File: src/rtl/bnn_pkg.sv
// Shared BNN weight-load definitions: frame sizing, nibble width, TX state
// encoding and the reset weight values also used by the BNN core.
`default_nettype none

package bnn_pkg;
  localparam int NUM_NEURONS = 12;
  localparam int NIB_W       = 4;
  localparam int CNT_W       = $clog2(NUM_NEURONS + 1);

  typedef enum logic [2:0] {
    ST_IDLE = 3'd0,
    ST_WAIT = 3'd1,
    ST_LO   = 3'd2,
    ST_HI   = 3'd3,
    ST_DONE = 3'd4
  } state_e;

  localparam logic [2*NIB_W-1:0] RST_WEIGHT_BYTE = '0;
  localparam logic [NIB_W-1:0]   RST_NIBBLE      = '0;
endpackage

`default_nettype wire

File: src/rtl/bnn_weight_stream_tx_if.sv
// Byte input, nibble output and status bundle of the weight-stream transmitter.
`default_nettype none

interface bnn_weight_stream_tx_if #(
  parameter int NIB_W = bnn_pkg::NIB_W,
  parameter int CNT_W = bnn_pkg::CNT_W
);
  logic               start;
  logic               abort;
  logic [2*NIB_W-1:0] byte_in;
  logic               byte_valid;
  logic               byte_ready;
  logic [NIB_W-1:0]   nib_out;
  logic               load_en;
  logic               busy;
  logic               done;
  logic [CNT_W-1:0]   sent_cnt;
  logic               rx_misaligned;

  modport master (
    output start, abort, byte_in, byte_valid,
    input  byte_ready, nib_out, load_en, busy, done, sent_cnt, rx_misaligned
  );

  modport slave (
    input  start, abort, byte_in, byte_valid,
    output byte_ready, nib_out, load_en, busy, done, sent_cnt, rx_misaligned
  );
endinterface

`default_nettype wire

File: src/rtl/bnn_byte_fifo.sv
// Synchronous byte FIFO with flush; also exposes the entry behind the head,
// bypassing a same-cycle push when the head is the only stored entry.
`default_nettype none

module bnn_byte_fifo #(
  parameter int DEPTH = 4,
  parameter int W     = 8
) (
  input  wire logic         clk,
  input  wire logic         reset,
  input  wire logic         flush_i,
  input  wire logic         push_i,
  input  wire logic         pop_i,
  input  wire logic [W-1:0] din_i,
  output logic      [W-1:0] dout_o,
  output logic      [W-1:0] dnext_o,
  output logic              has_next_o,
  output logic              full_o,
  output logic              empty_o
);
  localparam int AW = $clog2(DEPTH);

  logic [W-1:0]  mem_q [DEPTH];
  logic [AW-1:0] rd_q, wr_q;
  logic [AW:0]   count_q, count_d;
  logic          do_push, do_pop;
  logic [AW-1:0] rd_next;

  assign full_o  = (count_q == (AW+1)'(DEPTH));
  assign empty_o = (count_q == '0);
  assign do_push = push_i && !flush_i && (!full_o || pop_i);
  assign do_pop  = pop_i && !flush_i && !empty_o;
  assign rd_next = rd_q + 1'b1;

  assign dout_o     = mem_q[rd_q];
  assign has_next_o = (count_q >= (AW+1)'(2)) || push_i;
  assign dnext_o    = (count_q >= (AW+1)'(2)) ? mem_q[rd_next] : din_i;

  always_comb begin
    count_d = count_q;
    case ({do_push, do_pop})
      2'b10:   count_d = count_q + 1'b1;
      2'b01:   count_d = count_q - 1'b1;
      default: count_d = count_q;
    endcase
    if (flush_i) count_d = '0;
  end

  always_ff @(posedge clk or posedge reset) begin
    if (reset) begin
      rd_q    <= '0;
      wr_q    <= '0;
      count_q <= '0;
    end else begin
      count_q <= count_d;
      if (flush_i) begin
        rd_q <= '0;
        wr_q <= '0;
      end else begin
        if (do_push) wr_q <= wr_q + 1'b1;
        if (do_pop)  rd_q <= rd_next;
      end
    end
  end

  always_ff @(posedge clk) begin
    if (do_push) mem_q[wr_q] <= din_i;
  end
endmodule

`default_nettype wire

File: src/rtl/bnn_weight_stream_tx.sv
// Weight-stream transmitter: buffers weight bytes and sends each as a low/high
// nibble pair with load_en, one frame of NUM_NEURONS bytes per start.
`default_nettype none

module bnn_weight_stream_tx #(
  parameter int NUM_NEURONS = bnn_pkg::NUM_NEURONS,
  parameter int FIFO_DEPTH  = 4,
  parameter int NIB_W       = bnn_pkg::NIB_W
) (
  input wire logic             clk,
  input wire logic             reset,
  bnn_weight_stream_tx_if.slave bus
);
  import bnn_pkg::*;

  localparam logic [CNT_W-1:0] LAST = CNT_W'(NUM_NEURONS);

  state_e             state_q;
  logic [NIB_W-1:0]   nib_q;
  logic               load_en_q, busy_q, done_q, mis_q;
  logic [CNT_W-1:0]   sent_q, sent_d;
  logic [2*NIB_W-1:0] fifo_head, fifo_next;
  logic               fifo_has_next, fifo_full, fifo_empty;
  logic               push, pop;

  // abort outranks a simultaneous push: the byte is dropped, not flushed later
  assign push   = bus.byte_valid && !fifo_full && !bus.abort;
  assign pop    = (state_q == ST_HI) && !bus.abort;
  assign sent_d = sent_q + 1'b1;

  bnn_byte_fifo #(.DEPTH(FIFO_DEPTH), .W(2*NIB_W)) u_fifo (
    .clk        (clk),
    .reset      (reset),
    .flush_i    (bus.abort),
    .push_i     (push),
    .pop_i      (pop),
    .din_i      (bus.byte_in),
    .dout_o     (fifo_head),
    .dnext_o    (fifo_next),
    .has_next_o (fifo_has_next),
    .full_o     (fifo_full),
    .empty_o    (fifo_empty)
  );

  always_ff @(posedge clk or posedge reset) begin
    if (reset) begin
      state_q   <= ST_IDLE;
      nib_q     <= RST_NIBBLE;
      load_en_q <= 1'b0;
      busy_q    <= 1'b0;
      done_q    <= 1'b0;
      sent_q    <= '0;
      mis_q     <= 1'b0;
    end else begin
      load_en_q <= 1'b0;
      done_q    <= 1'b0;
      if (bus.abort) begin
        // LO nibble already consumed by the receiver, HI never arrives
        if (state_q == ST_HI) mis_q <= 1'b1;
        state_q <= ST_IDLE;
        busy_q  <= 1'b0;
      end else begin
        case (state_q)
          ST_IDLE: if (bus.start) begin
            state_q <= ST_WAIT;
            busy_q  <= 1'b1;
            sent_q  <= '0;
          end
          ST_WAIT: if (!fifo_empty) begin
            state_q   <= ST_LO;
            load_en_q <= 1'b1;
            nib_q     <= fifo_head[NIB_W-1:0];
          end
          ST_LO: begin
            state_q   <= ST_HI;
            load_en_q <= 1'b1;
            nib_q     <= fifo_head[2*NIB_W-1:NIB_W];
          end
          ST_HI: begin
            sent_q <= sent_d;
            if (sent_d == LAST) begin
              state_q <= ST_DONE;
              done_q  <= 1'b1;
            end else if (fifo_has_next) begin
              state_q   <= ST_LO;
              load_en_q <= 1'b1;
              nib_q     <= fifo_next[NIB_W-1:0];
            end else begin
              state_q <= ST_WAIT;
            end
          end
          ST_DONE: begin
            state_q <= ST_IDLE;
            busy_q  <= 1'b0;
          end
          default: begin
            state_q <= ST_IDLE;
            busy_q  <= 1'b0;
          end
        endcase
      end
    end
  end

  assign bus.byte_ready    = !fifo_full;
  assign bus.nib_out       = nib_q;
  assign bus.load_en       = load_en_q;
  assign bus.busy          = busy_q;
  assign bus.done          = done_q;
  assign bus.sent_cnt      = sent_q;
  assign bus.rx_misaligned = mis_q;
endmodule

`default_nettype wire

File: src/flat_wrapper.sv
// flat-port wrapper written by rule: the top's interface ports become plain ports
module bnn_weight_stream_tx_flat import bnn_pkg::*;
#(
  parameter int NUM_NEURONS = bnn_pkg::NUM_NEURONS,
  parameter int FIFO_DEPTH  = 4,
  parameter int NIB_W       = bnn_pkg::NIB_W
)
  (clk, reset, bus_start, bus_abort, bus_byte_in, bus_byte_valid, bus_byte_ready, bus_nib_out, bus_load_en, bus_busy, bus_done, bus_sent_cnt, bus_rx_misaligned);
  bnn_weight_stream_tx_if #(.NIB_W(NIB_W), .CNT_W(4)) bus_i ();
  input wire logic clk;
  input wire logic reset;
  input wire logic [$bits(bus_i.start)-1:0] bus_start;
  input wire logic [$bits(bus_i.abort)-1:0] bus_abort;
  input wire logic [$bits(bus_i.byte_in)-1:0] bus_byte_in;
  input wire logic [$bits(bus_i.byte_valid)-1:0] bus_byte_valid;
  output wire logic [$bits(bus_i.byte_ready)-1:0] bus_byte_ready;
  output wire logic [$bits(bus_i.nib_out)-1:0] bus_nib_out;
  output wire logic [$bits(bus_i.load_en)-1:0] bus_load_en;
  output wire logic [$bits(bus_i.busy)-1:0] bus_busy;
  output wire logic [$bits(bus_i.done)-1:0] bus_done;
  output wire logic [$bits(bus_i.sent_cnt)-1:0] bus_sent_cnt;
  output wire logic [$bits(bus_i.rx_misaligned)-1:0] bus_rx_misaligned;
  assign bus_i.start = bus_start;
  assign bus_i.abort = bus_abort;
  assign bus_i.byte_in = bus_byte_in;
  assign bus_i.byte_valid = bus_byte_valid;
  assign bus_byte_ready = bus_i.byte_ready;
  assign bus_nib_out = bus_i.nib_out;
  assign bus_load_en = bus_i.load_en;
  assign bus_busy = bus_i.busy;
  assign bus_done = bus_i.done;
  assign bus_sent_cnt = bus_i.sent_cnt;
  assign bus_rx_misaligned = bus_i.rx_misaligned;
  bnn_weight_stream_tx #(.NUM_NEURONS(NUM_NEURONS), .FIFO_DEPTH(FIFO_DEPTH), .NIB_W(NIB_W)) u_core (.clk(clk), .reset(reset), .bus(bus_i));
endmodule
File: config.mk
export PLATFORM = sky130hd
export DESIGN_NAME = bnn_weight_stream_tx_flat
export DESIGN_NICKNAME = d
export VERILOG_FILES = /design/src/rtl/bnn_pkg.sv /design/src/rtl/bnn_weight_stream_tx_if.sv /design/src/rtl/bnn_byte_fifo.sv /design/src/rtl/bnn_weight_stream_tx.sv /design/src/flat_wrapper.sv
export SDC_FILE = /design/constraint.sdc
export NUM_CORES = 1
export LEC_CHECK = 0
export ABC_AREA = 0
export BUFFER_PORTS_ARGS = -buffer_cell sky130_fd_sc_hd__buf_2
export CAP_MARGIN = 15
export CELL_PAD_IN_SITES_DETAIL_PLACEMENT = 1
export CELL_PAD_IN_SITES_GLOBAL_PLACEMENT = 2
export CORE_MARGIN = 4
export CORE_UTILIZATION = 43
export CTS_CLUSTER_SIZE = 25
export DETAILED_ROUTE_END_ITERATION = 7
export PLACE_DENSITY_LB_ADDON = 0.2
export SLEW_MARGIN = 30
export SYNTH_ARGS = -nofsm -noshare
export SYNTH_HDL_FRONTEND = slang
export SYNTH_SLANG_ARGS = --single-unit
File: constraint.sdc
create_clock -name clk -period 6.2 [get_ports clk]
set_clock_uncertainty 0.2 [all_clocks]
set_input_delay 0.93 -clock clk [delete_from_list [all_inputs] [get_ports clk]]
set_output_delay 0.93 -clock clk [all_outputs]
set_load 0.01 [all_outputs]
==> impl_metrics.yaml <==
clocking:
  clkLatencyLatePin_ns: 0.31
  cts.sink_count: 54
  ctsHtreeMaxLevel: 2
  cts_tree: "yes"
  clkSlewWorstSetupHoldPaths_ns: 0.10
  postCtsSetupRepairBufs: 0
  cts_hold_buffers: 0
  cts-resized-gates: 0
  clockRootBuffer: "clkbuf_8"
  cts_inserted_buffers: 5
  cts.path.max_buffers: 2
critical_path:
  setup.worst_path.class: "in -> reg"
  critPathMaxFanout: 10
  critical-path-top-delay-family: "simple AND/OR/NAND/NOR gates"
  critical-path-max-stage-delay_ns: 0.54
  end_kind: "flip-flop"
  critical_path_arrival_ns: 2.88
  crit_path_cell_trace: "buf_2, nand2_1, nand2_1, nor2_1, fa_1, or4_1, a21oi_1, a31oi_1, a21oi_1"
  timing.critical_path.buf_inv: 1
  r2r_start: "u_core.u_fifo.count_q[0]"
  rr_endpoint: "u_core.u_fifo.count_q[2]"
  crit_slowest_cell: "or4_1"
  critical_path.startpoint_type: "input pin"
  timing.reg2reg.worst_path_depth: 10
  critical_path_required_ns: 6.24
  regToRegSetupSlack_ns: 3.39
synth:
  synthMuxAreaShare_pct: 8.06
  ys_seq_area_share_pct: 57.6
  async_flop_share_pct: 40.7
  synth.yosys.warnings: 0
  syn_avg_cell_area_sq_um: 12.1
  synth-adder-area-share_pct: 3.15
  post_synth_xor_area_fraction_pct: 1.34
  synth.cell_area_sq_um: 2620
  synth-seq-cells: 54
  synth_enable_flop_cells: 32
  net_count_after_synthesis: 235
  post-synth-top-area-cell: "edfxtp_1"
  ys_types: 46
  yosysTopAreaCellShare_pct: 36.6
  postSynthCellCount: 216
  synth_area_leaders: "edfxtp_1 (37%), dfrtp_1 (21%), mux2i_1 (7.6%)"
  synthFlopType: "edfxtp_1"
  synthSimpleGateAreaFrac_pct: 13.4
  synth_compound_area_share_pct: 12.1
  main_combinational_cell_family_by_area_after_synthesis: "simple AND/OR/NAND/NOR gates"
routing:
  drt_wl_total_um: 5730
  vias_per_cell: 5.58
  drtIter0Drc: 83
  drt-pass1-iter-count: 4
  drc: 0
  vias: 1741
  drt-wirelength-per-cell_um: 18.4
  postRouteAntennaNets: 0
power_and_ir_drop:
  seq_power_share_pct: 56.0
  powerDensity_nw_per_um2: 274
  design_power_total_mw: 0.785
  total_switching_power_mw: 0.233
  power.clock.fraction_pct: 26.9
  p_int_mw: 0.552
  switching_share_pct: 29.7
  ir_worst_vdd_v: 0.000162
  leakagePower_nw: 1.06
  share_comb_of_total_power_pct: 17.1
worst_hold_path:
  worst_hold_path.num_cells: 1
  class_of_the_worst_hold_path: "reg -> reg"
  min-delay-start: "u_core.bus.rx_misaligned"
  whs_endpoint: "u_core.bus.rx_misaligned"
place:
  place.port_buffers: 25
  place.detailed.hpwl_um: 4170
  dpl_cell_area_sq_um: 2770
  gp_congestion: 0.789
  place.detailed.instances: 304
sta:
  sum_of_negative_setup_slack_ns: 0
  setup_repair_after_global_routing_missed_its_margin: "false"
  transition_time_of_the_tightest_slew_check_pin_ns: 0.663
  relSlewSlack_pct: 55.6
  min_period_ns: 2.84
  endpoints_failing_setup: 0
  maxSlewViolCount: 0
  maxClockFrequency_ghz: 0.352
  min_period_over_period_pct: 45.9
  whs_ns: 0.263
  hold_violations: 0
cells_and_area:
  finish.cell_count_without_fillers: 312
  final_cell_area_sq_um: 2870
  n_fill_cell: 652
  layout-area-overhead-vs-synth_pct: 9.35
  final_layout_size_suffix_gt1_share_pct: 19.4
  multi_input_area_sq_um: 1010
  finish.net_count: 255
  n_antenna_cell: 0
  area.sequential_sq_um: 1510
global_routing:
  grt_max_degree: 23
  groute.usage.overall_pct: 16.9
  via_count_of_the_first_global_routing_pass: 1942
  grt_pass1_wl_um: 9700
  antenna_found_initial: 0
  gr-total-overflow: 0
die:
  fp.dieW_um: 86.1
  die_height_um: 86.1
  initial_utilization_pct: 44.3
  die_area_sq_um: 7420
  floorplan.rows: 28
  floorplan.core_area_sq_um: 5920
  io_pins: 26
flow_run:
  cap_violations: 0
run_status:
  run_status: "finished, final reports clean"
-- cell type report --
class                   count  area share [%]
flip-flops and latches     54            52.7
well taps                  75            3.27
inverters                   4           0.523
clock inverters             3            1.00
repair buffers             27            4.88
multi-input cells         144            35.2
clock buffers               5            2.40
-- worst register-to-register path: cells and delay by family, from the launching register on --
kind / cells / cell delay (ns)
AO/OA/AOI/OAI: 3 / 0.34
adder cells (fa/ha/maj): 1 / 0.45
flip-flops: 1 / 0.55
AND/OR/NAND/NOR: 6 / 1.20
-- synth_stat cells (4+ instances only) --
library cell / n
nor3b_1: 5
nor3_1: 8
a21oi_1: 9
edfxtp_1: 32
o21ai_0: 4
ha_1: 5
mux2i_1: 20
o211ai_1: 5
nand2_1: 13
a22oi_1: 4
dfrtp_1: 22
a31oi_1: 6
buf_4: 5
inv_1: 4
nor2_1: 20
o22ai_1: 9
-- sequential cells by signal, indices dropped and copies added, names as in the netlist --
name / count
u_core.u_fifo.mem_q: 32
u_core.bus.busy: 1
u_core.u_fifo.wr_q: 2
u_core.u_fifo.rd_q: 2
u_core.bus.done: 1
u_core.bus.sent_cnt: 4
u_core.bus.load_en: 1
u_core.u_fifo.count_q: 3
u_core.bus.nib_out: 4
u_core.bus.rx_misaligned: 1
u_core.state_q: 3
-- logic make-up after synthesis --
group / after synthesis
multiplexers: 21
AO/OA/AOI/OAI: 47
adder cells (fa/ha/maj): 6
AND/OR/NAND/NOR: 66
flip-flops: 54
buffers and inverters: 18
XOR/XNOR: 4
-- cell usage in the layout, fill, tap and decap left out, types with 2 or more instances in the layout --
cell type / count
edfxtp_1: 32
buf_2: 25
dfrtp_1: 21
nor2_1: 20
mux2i_1: 20
nand2_1: 13
o22ai_1: 9
a21oi_1: 9
nor3_1: 8
a31oi_1: 6
o211ai_1: 5
ha_1: 5
clkbuf_8: 5
a22oi_1: 4
o21ai_0: 4
inv_1: 3
xnor2_1: 3
and3_1: 3
nor3b_1: 3
nand3b_1: 2
a211oi_1: 2
nand2b_1: 2
nand3_1: 2
nor3b_2: 2
a311oi_1: 2
clkinv_4: 2
buf_4: 2
-- metal layers --
layer	global-route usage, %	part of all wire (%)	vias to the layer above
met5	0	0	-
met2	28.2	50	34
li1	-	-	841
met4	4.03	1.4	0
met1	22.4	45	857
met3	3.75	3.8	9
-- worst max-delay path by stage --
stage | start | endpoint | slack, ns | depth (start not counted)
final | bus_byte_valid | u_core.u_fifo.count_q[2] | 3.36 | 9
after global routing | u_core.u_fifo.count_q[0] | u_core.u_fifo.count_q[2] | 3.16 | 10
after CTS | bus_byte_valid | u_core.u_fifo.count_q[2] | 3.35 | 9
after detailed placement | bus_byte_valid | u_core.u_fifo.count_q[2] | 3.02 | 9
after global placement | bus_byte_valid | u_core.u_fifo.count_q[2] | 3.17 | 9
after floorplan | bus_abort | u_core.u_fifo.count_q[2] | 3.28 | 8
-- metrics by stage --
step                      worst slack (ns)  util, %
after detailed placement              3.02     46.8
after floorplan                       3.28        -
after CTS                             3.35     48.5
after global routing                  3.16     48.5
after global placement                3.17     46.6
final                                 3.36     48.5
-- power by group through the flow --
stage / logic (mW) / registers, mW / clock network [mW]
after global placement: 0.131 / 0.444 / 0
final: 0.135 / 0.439 / 0.211
after detailed placement: 0.137 / 0.448 / 0
after floorplan: 0.0896 / 0.447 / 0
after global routing: 0.152 / 0.445 / 0.235
after CTS: 0.137 / 0.440 / 0.217
Note: power is estimated with default switching activity, not from simulation.
